$ cat src/rtl/palette_bank_if.sv
// Pixel lookup, palette write, bank select and fade signals for palette_bank.
// The master side drives requests; the slave side is the palette itself.
interface palette_bank_if #(
    parameter int unsigned INDEX_W = 6,
    parameter int unsigned BANKS   = 4,
    parameter int unsigned CH_W    = 4
);
    localparam int unsigned BW = $clog2(BANKS);

    logic                 pix_valid;
    logic [INDEX_W-1:0]   pix_index;
    logic                 frame_start;
    logic                 wr_valid;
    logic                 wr_ready;
    logic [BW-1:0]        wr_bank;
    logic [INDEX_W-1:0]   wr_index;
    logic [3*CH_W-1:0]    wr_rgb;
    logic                 sel_valid;
    logic [BW-1:0]        sel_bank;
    logic [CH_W-1:0]      fade_target;
    logic [CH_W-1:0]      red;
    logic [CH_W-1:0]      green;
    logic [CH_W-1:0]      blue;
    logic                 out_valid;
    logic [BW-1:0]        active_bank;
    logic [CH_W-1:0]      fade_level;

    modport master (
        output pix_valid, pix_index, frame_start,
        output wr_valid, wr_bank, wr_index, wr_rgb,
        output sel_valid, sel_bank, fade_target,
        input  wr_ready, red, green, blue, out_valid, active_bank, fade_level
    );

    modport slave (
        input  pix_valid, pix_index, frame_start,
        input  wr_valid, wr_bank, wr_index, wr_rgb,
        input  sel_valid, sel_bank, fade_target,
        output wr_ready, red, green, blue, out_valid, active_bank, fade_level
    );
endinterface

$ cat src/rtl/palette_bank.sv
// Multi-bank colour palette with frame-synchronous bank switching and fade.
// Two-stage pipeline: registered lookup, then registered fade scaling.
module palette_bank #(
    parameter int unsigned INDEX_W = 6,
    parameter int unsigned BANKS   = 4,
    parameter int unsigned CH_W    = 4
) (
    input  logic           clk_i,
    input  logic           rst_ni,
    palette_bank_if.slave  bus
);
    localparam int unsigned BW    = $clog2(BANKS);
    localparam int unsigned DEPTH = 1 << INDEX_W;
    localparam int unsigned RGB_W = 3 * CH_W;
    localparam logic [CH_W:0] FULL_SCALE = {1'b1, {CH_W{1'b0}}};

    logic [RGB_W-1:0] mem_q [BANKS][DEPTH];

    logic [BW-1:0]    active_bank_q, active_bank_d;
    logic [BW-1:0]    pend_bank_q, pend_bank_d;
    logic [CH_W-1:0]  fade_q, fade_d;

    logic             s1_valid_q;
    logic [RGB_W-1:0] s1_rgb_q;
    logic [CH_W-1:0]  s1_fade_q;

    logic             out_valid_q;
    logic [CH_W-1:0]  red_q, green_q, blue_q;
    logic [CH_W-1:0]  red_d, green_d, blue_d;
    logic [CH_W:0]    scale;

    logic wr_ready;
    logic wr_en;

    // Writing the bank being scanned out is held off only while pixels are live.
    assign wr_ready = !(bus.pix_valid && (bus.wr_bank == active_bank_q));
    assign wr_en    = bus.wr_valid && wr_ready;

    function automatic logic [CH_W-1:0] scale_ch(input logic [CH_W-1:0] ch,
                                                 input logic [CH_W:0]   sc);
        return CH_W'(({{CH_W{1'b0}}, ch} * {{(CH_W-1){1'b0}}, sc}) >> CH_W);
    endfunction

    always_comb begin
        pend_bank_d   = pend_bank_q;
        active_bank_d = active_bank_q;
        fade_d        = fade_q;
        if (bus.sel_valid) begin
            pend_bank_d = bus.sel_bank;
        end
        if (bus.frame_start) begin
            active_bank_d = pend_bank_d;
            if (fade_q < bus.fade_target) begin
                fade_d = fade_q + 1'b1;
            end else if (fade_q > bus.fade_target) begin
                fade_d = fade_q - 1'b1;
            end
        end
    end

    always_comb begin
        scale   = FULL_SCALE - {1'b0, s1_fade_q};
        red_d   = '0;
        green_d = '0;
        blue_d  = '0;
        if (s1_valid_q) begin
            red_d   = scale_ch(s1_rgb_q[RGB_W-1 -: CH_W], scale);
            green_d = scale_ch(s1_rgb_q[2*CH_W-1 -: CH_W], scale);
            blue_d  = scale_ch(s1_rgb_q[CH_W-1:0], scale);
        end
    end

    always_ff @(posedge clk_i or negedge rst_ni) begin
        if (!rst_ni) begin
            for (int unsigned b = 0; b < BANKS; b++) begin
                for (int unsigned d = 0; d < DEPTH; d++) begin
                    mem_q[b][d] <= '0;
                end
            end
        end else if (wr_en) begin
            mem_q[bus.wr_bank][bus.wr_index] <= bus.wr_rgb;
        end
    end

    always_ff @(posedge clk_i or negedge rst_ni) begin
        if (!rst_ni) begin
            active_bank_q <= '0;
            pend_bank_q   <= '0;
            fade_q        <= '0;
            s1_valid_q    <= 1'b0;
            s1_rgb_q      <= '0;
            s1_fade_q     <= '0;
            out_valid_q   <= 1'b0;
            red_q         <= '0;
            green_q       <= '0;
            blue_q        <= '0;
        end else begin
            active_bank_q <= active_bank_d;
            pend_bank_q   <= pend_bank_d;
            fade_q        <= fade_d;
            // Bank and fade are captured with the pixel so both stages agree.
            s1_valid_q    <= bus.pix_valid;
            s1_rgb_q      <= mem_q[active_bank_q][bus.pix_index];
            s1_fade_q     <= fade_q;
            out_valid_q   <= s1_valid_q;
            red_q         <= red_d;
            green_q       <= green_d;
            blue_q        <= blue_d;
        end
    end

    assign bus.wr_ready    = wr_ready;
    assign bus.out_valid   = out_valid_q;
    assign bus.red         = red_q;
    assign bus.green       = green_q;
    assign bus.blue        = blue_q;
    assign bus.active_bank = active_bank_q;
    assign bus.fade_level  = fade_q;
endmodule

$ cat src/flat_wrapper.sv
// flat-port wrapper written by rule: the top's interface ports become plain ports
module palette_bank_flat 
#(
    parameter int unsigned INDEX_W = 6,
    parameter int unsigned BANKS   = 4,
    parameter int unsigned CH_W    = 4
)
  (clk_i, rst_ni, bus_pix_valid, bus_pix_index, bus_frame_start, bus_wr_valid, bus_wr_bank, bus_wr_index, bus_wr_rgb, bus_sel_valid, bus_sel_bank, bus_fade_target, bus_wr_ready, bus_red, bus_green, bus_blue, bus_out_valid, bus_active_bank, bus_fade_level);
  palette_bank_if #(.INDEX_W(INDEX_W), .BANKS(BANKS), .CH_W(CH_W)) bus_i ();
  input  logic clk_i;
  input  logic rst_ni;
  input wire logic [$bits(bus_i.pix_valid)-1:0] bus_pix_valid;
  input wire logic [$bits(bus_i.pix_index)-1:0] bus_pix_index;
  input wire logic [$bits(bus_i.frame_start)-1:0] bus_frame_start;
  input wire logic [$bits(bus_i.wr_valid)-1:0] bus_wr_valid;
  input wire logic [$bits(bus_i.wr_bank)-1:0] bus_wr_bank;
  input wire logic [$bits(bus_i.wr_index)-1:0] bus_wr_index;
  input wire logic [$bits(bus_i.wr_rgb)-1:0] bus_wr_rgb;
  input wire logic [$bits(bus_i.sel_valid)-1:0] bus_sel_valid;
  input wire logic [$bits(bus_i.sel_bank)-1:0] bus_sel_bank;
  input wire logic [$bits(bus_i.fade_target)-1:0] bus_fade_target;
  output wire logic [$bits(bus_i.wr_ready)-1:0] bus_wr_ready;
  output wire logic [$bits(bus_i.red)-1:0] bus_red;
  output wire logic [$bits(bus_i.green)-1:0] bus_green;
  output wire logic [$bits(bus_i.blue)-1:0] bus_blue;
  output wire logic [$bits(bus_i.out_valid)-1:0] bus_out_valid;
  output wire logic [$bits(bus_i.active_bank)-1:0] bus_active_bank;
  output wire logic [$bits(bus_i.fade_level)-1:0] bus_fade_level;
  assign bus_i.pix_valid = bus_pix_valid;
  assign bus_i.pix_index = bus_pix_index;
  assign bus_i.frame_start = bus_frame_start;
  assign bus_i.wr_valid = bus_wr_valid;
  assign bus_i.wr_bank = bus_wr_bank;
  assign bus_i.wr_index = bus_wr_index;
  assign bus_i.wr_rgb = bus_wr_rgb;
  assign bus_i.sel_valid = bus_sel_valid;
  assign bus_i.sel_bank = bus_sel_bank;
  assign bus_i.fade_target = bus_fade_target;
  assign bus_wr_ready = bus_i.wr_ready;
  assign bus_red = bus_i.red;
  assign bus_green = bus_i.green;
  assign bus_blue = bus_i.blue;
  assign bus_out_valid = bus_i.out_valid;
  assign bus_active_bank = bus_i.active_bank;
  assign bus_fade_level = bus_i.fade_level;
  palette_bank #(.INDEX_W(INDEX_W), .BANKS(BANKS), .CH_W(CH_W)) u_core (.clk_i(clk_i), .rst_ni(rst_ni), .bus(bus_i));
endmodule
$ cat config.mk
export PLATFORM = sky130hd
export DESIGN_NAME = palette_bank_flat
export DESIGN_NICKNAME = d
export VERILOG_FILES = /design/src/rtl/palette_bank_if.sv /design/src/rtl/palette_bank.sv /design/src/flat_wrapper.sv
export SDC_FILE = /design/constraint.sdc
export NUM_CORES = 2
export LEC_CHECK = 0
export CORE_ASPECT_RATIO = 0.5
export CORE_MARGIN = 2
export CORE_UTILIZATION = 45
export CTS_CLUSTER_SIZE = 40
export DETAILED_ROUTE_END_ITERATION = 16
export HOLD_SLACK_MARGIN = 0.06
export PLACE_DENSITY_LB_ADDON = 0.3
export SLEW_MARGIN = 20
export SYNTH_ARGS = -nofsm -noshare
export SYNTH_HDL_FRONTEND = slang
export SYNTH_SLANG_ARGS = --single-unit
$ cat constraint.sdc
create_clock -name clk_i -period 7.7 [get_ports clk_i]
set_clock_uncertainty 0.15 [all_clocks]
set_input_delay 1.54 -clock clk_i [delete_from_list [all_inputs] [get_ports clk_i]]
set_output_delay 1.54 -clock clk_i [all_outputs]
set_load 0.005 [all_outputs]
== After elaboration in Yosys (flattened, before gate mapping) ==
Cells that the tools add are included.
Word-level totals
  flip-flop bits (word level): 3110
  output and inout port bits: 20
  logic and storage cells: 309
Cells by class
  add/sub/neg operators: 3
  $mul: 3
  $lt $le $gt $ge: 8
  eq/ne operators: 1
  muxes and demuxes: 17
  bitwise logic cells: 4
  reductions and logical operators: 7
Operators by type and width (number)
  bitwise mux 3072 bit: 1
  two-way mux 768 bit: 3
  binary-select mux 768 bit (select 2 bit): 1
  demux 768 bit (select 2 bit): 1
  binary-select mux 12 bit (select 6 bit): 1
  demux 12 bit (select 6 bit): 1
  two-way mux 12 bit: 3
  multiplier 4 x 5 -> 8 bit: 3
  two-way mux 4 bit: 5
  greater-or-equal comparator 7 bit, second input constant: 2
  NOT 6 -> 7 bit: 2
  less-than comparator 7 x 1 -> 1 bit, second input constant: 1
  greater-or-equal comparator 3 bit, second input constant: 2
  NOT 2 -> 3 bit: 2
  subtractor 5 x 4 -> 5 bit, first input constant: 1
  adder 4 x 1 -> 4 bit, second input constant: 1
  greater-than comparator 4 bit: 1
  logical AND 1 bit: 4
  less-than comparator 4 bit: 1
  subtractor 4 x 1 -> 4 bit, second input constant: 1
  less-than comparator 3 x 1 -> 1 bit, second input constant: 1
  == test 2 bit: 1
  two-way mux 2 bit: 1
  AND reduction 2 bit: 1
  2 further kinds: 2

== Depth between registers and ports, before layout ==
  depth in word-level cells: 8
  gate-level depth with buffers: 16
  mapped depth without buffers: 15

== Worst setup path after synthesis ==
Ideal clock, no wire load.
  kind: flip-flop to flip-flop
  start point: register u_core.s1_fade_q[0]
  end point: register u_core.blue_q[3] (netlist: u_core.bus.blue[3])
  arrival time: 3.536 ns
  path slack: 3.895 ns
  cell stages (with the launch flop): 17
  path buffers: 1
  cell sequence: dfrtp_1 inv_1 ha_1 xnor2_1 clkbuf_1 nand2_1 fa_1 inv_1 fa_1 ha_1 and4_1 a21o_1 a21oi_1 o21bai_1 a21oi_1 xnor2_1 and2_1
Between the ends
  word-level cells in the longest chain between the ends: 3
RTL lines
  start: declaration: line palette_bank.sv:25  | logic [CH_W-1:0] s1_fade_q;
  start signal: assignment: line palette_bank.sv:104  | s1_fade_q <= fade_q;
  subtractor 5 x 4 -> 5 bit: line palette_bank.sv:62  | scale = FULL_SCALE - {1'b0, s1_fade_q};
  multiplier 4 x 5 -> 8 bit: line palette_bank.sv:41  | return CH_W'(({{CH_W{1'b0}}, ch} * {{(CH_W-1){1'b0}}, sc}) >> CH_W);
  two-way mux 4 bit: line palette_bank.sv:66  | if (s1_valid_q) begin
  via u_core.blue_d[3]: line palette_bank.sv:29  | logic [CH_W-1:0] red_d, green_d, blue_d;
  end signal: assignment: line palette_bank.sv:108  | blue_q <= blue_d;
  end: declaration: line palette_bank.sv:28  | logic [CH_W-1:0] red_q, green_q, blue_q;
The timed path passes the listed nets, and every way through them passes these cells.
A chain may end at the register's enable or synchronous reset.

== Worst setup path in the final report ==
  start point: input port bus_pix_valid
  end point: output port bus_wr_ready
Between the ends
  word-level cells in the longest chain between the ends: 2
RTL lines
  start: declaration: line flat_wrapper.sv:12  | input wire logic [$bits(bus_i.pix_valid)-1:0] bus_pix_valid;
  logical AND 1 bit: line palette_bank.sv:36  | assign wr_ready = !(bus.pix_valid && (bus.wr_bank == active_bank_q));
  zero test 1 bit: line palette_bank.sv:36
  end: declaration: line flat_wrapper.sv:22  | output wire logic [$bits(bus_i.wr_ready)-1:0] bus_wr_ready;
No other way between the ends.

==> flow_summary_export.csv <==
group,metric,value,unit
floorplanning,row_count,146,
critical_path,path_class,"input pin to output pin",
clock_network,cts_made_buffers,297,
critical_path,critPathCapture,"bus_wr_ready",
cells_and_area,drive_gt1_frac,0.4739,
clock_network,clock_latency,0.88,ns
global_route,grt.busiest_layer,"met2",
clock_network,cts.sinks,3110,
sta,slew_headroom,0.1852,
synth,synthCells,9627,
synth,ys.flop_type,"dfrtp_1",
routing,drt_iter0_drc,7123,
sta,rsz0062_at_grt,"no",
cells_and_area,final_core_util,0.4970,
cells_and_area,final.fill_count,26720,
job,drv_cap,0,
clock_network,ctsHtreeMaxLevel,5,
synth,synth_cell_types,61,
synth,syn_nets,9715,
critical_path,worstPathCellList,"clkdlybuf4s50_1 > nand3_1 > clkdlybuf4s50_1",
synth,synth_top_cells_by_area,"dfrtp_1 (54%), mux2_2 (24%), mux4_2 (9.5%), mux2i_1 (2.9%), clkbuf_1 (1.2%)",
global_route,antenna_found_initial,17,
sta,setup_viol,0,
placement,dp_hpwl,243.5,mm
routing,antenna_left,0,
sta,fin_hold_ws,0.3119,ns
floorplanning,die_x,803.3,µm
synth,synth_warnings,0,
critical_path,r2r-start,"u_core.bus.active_bank[0]",
critical_path,critPathMaxFanout,3,
floorplanning,die_y,403.7,µm
global_route,use_met1,0.3490,
global_route,grt_use_met2,0.3698,
clock_network,clock_path_buffers,4,
power_and_ir_drop,ir_worst_vdd,183.4,µV
global_route,grt_util_all_layers,0.2404,
placement,portBuffers,57,
global_route,grt_pass1_wl,588.6,mm
floorplanning,ios,58,
sta,min_period,4.953,ns
critical_path,cp-start-kind,"input pin",
synth,yosysTopAreaCell,"dfrtp_1",
cells_and_area,layout.nets,9380,
placement,post-place-ws,2.011,ns
sta,layout_setup_ws,2.747,ns
synth,yosysTopAreaCellShare,0.5414,
synth,syn_avg_cell_area,14.93,µm²
sta,drv_slew,0,
synth,syn_area,0.1438,mm²
run_status,status,"completed",
routing,viasPerCell,6.076,
routing,drc_errors,0,
routing,vias,83450,
clock_network,postCtsHoldBufs,0,
clock_network,root_buffer,"clkbuf_16",
global_route,grt_max_degree,201,
sta,fin_setup_tns,0,ns
power_and_ir_drop,p_per_area,234.9,mW/mm²
clock_network,post_cts_buffers,0,
synth,yosys_register_bits,3110,
critical_path,worstPathRequired,6.01,ns
routing,wl_per_cell,28.62,µm
critical_path,reg2reg_slack,2.77,ns
critical_path,crit_slowest_cell,"clkdlybuf4s50_1",
cells_and_area,multiInputGateArea,0.06143,mm²
routing,drt_wl_total,393.1,mm
power_and_ir_drop,p_total,37.04,mW
sta,timing.fmax,0.2019,GHz
critical_path,startpoint,"bus_pix_valid",
global_route,grtUsageMet3,0.04639,
cells_and_area,area_delta_synth_final,9.711,%
power_and_ir_drop,leakage,75.42,nW
critical_path,crit_path_end_kind,"output pin",
cells_and_area,final_cell_mix,"dfrtp_1 (3108), mux2_2 (3079), mux4_2 (605)",
global_route,grt_remaining_overflow,0,
synth,synth-async-reset-ratio,1.000,
floorplanning,dieArea,0.3243,mm²
sta,worstMarginPinSlew,1.222,ns
critical_path,critPathMaxStageDelay,0.87,ns
floorplanning,start_util,0.4530,
cells_and_area,layout_commonest_cell,"dfrtp_1",
sta,fin_crit_sh,0.6433,
routing,first_pass_iters,8,
clock_network,cts_tree,"built",
critical_path,cp_common_cell,"clkdlybuf4s50_1",
floorplanning,coreArea,0.3173,mm²
clock_network,clkSlewWorstSetupHoldPaths,0.06,ns
critical_path,worstReg2RegEnd,"u_core.s1_rgb_q[10]",
cells_and_area,register_area,0.07783,mm²
global_route,grt_pass1_vias,85180,
placement,gp_congestion,0.8585,
critical_path,crit_arrival,3.26,ns
synth,synth-edff-count,0,
sta,hold_viol_final,0,
synth,seq_area_frac_synth,0.5414,
hold_path,hp-class,"flop to flop",
critical_path,ff2ff_path_depth,7,
clock_network,postCtsResizedCells,0,
-- worst max-delay path: cells and delay by family --
kind / cells / cell delay (ns)
buffers and inverters: 2 / 1.46
AND/OR/NAND/NOR: 1 / 0.25
-- final cells by class --
cell class                 count  area share
sequential                  3110      0.4935
multi-input combinational   5539      0.3895
clock buffer                 436     0.05628
tap                         4218     0.03346
timing repair buffer         311     0.02033
clock inverter                84    0.006053
inverter                      33   0.0008251
antenna                        4  0.00006347
-- sequential cells by signal, summed over array words and instances (netlist names) --
signal                  count
u_core.bus.active_bank      2
u_core.bus.blue             4
u_core.bus.fade_level       4
u_core.bus.green            4
u_core.bus.out_valid        1
u_core.bus.red              4
u_core.mem_q             3072
u_core.pend_bank_q          2
u_core.s1_fade_q            4
u_core.s1_rgb_q            12
u_core.s1_valid_q           1
-- synth_stat cells, drive strengths merged, types with 58 or more instances --
cell / n
clkbuf: 475
a21oi: 142
buf: 470
nand2: 285
nor3: 73
nor2: 261
mux2: 3079
o221ai: 169
dfrtp: 3110
o22ai: 107
mux4: 609
mux2i: 419
and2: 58
-- cells by family after synthesis --
group / Yosys count / share of synthesized area
buf+inv: 978 / 0.03355
simple gates: 774 / 0.02373
compound gates: 582 / 0.02870
fa+ha+maj: 50 / 0.005187
flops: 3110 / 0.5414
xor+xnor: 26 / 0.001584
mux: 4107 / 0.3659
-- worst min path at each step --
stage,startpoint,endpoint,depth (start not counted)
final,u_core.bus.fade_level[3],u_core.s1_fade_q[3],0
after global routing,u_core.bus.fade_level[3],u_core.s1_fade_q[3],0
after CTS,u_core.bus.fade_level[3],u_core.s1_fade_q[3],0
after floorplan,u_core.s1_valid_q,u_core.bus.out_valid,0
after global placement,u_core.bus.fade_level[3],u_core.s1_fade_q[3],0
after detailed placement,u_core.bus.fade_level[3],u_core.s1_fade_q[3],0
-- metrics by stage --
stage	std cells	instance area, µm²
floorplan	9627	143800
global placement	13210	147700
detailed placement	13210	147800
CTS	13730	157600
global route	13730	157700
finish	13740	157700
-- power by group --
group	total (mW)	internal (mW)	switching, mW
Combinational	4.36	1.82	2.53
Sequential	17.6	17.1	0.468
Clock	15.1	8.61	6.47
Total	37.0	27.6	9.47
-- per-layer routing --
layer | vias to the layer above | part of all wire
met5 | - | 0.00015
met4 | 8 | 0.032
met3 | 626 | 0.062
met2 | 2207 | 0.46
met1 | 45780 | 0.45
li1 | 34830 | -
Note: power is estimated with default switching activity, not from simulation.
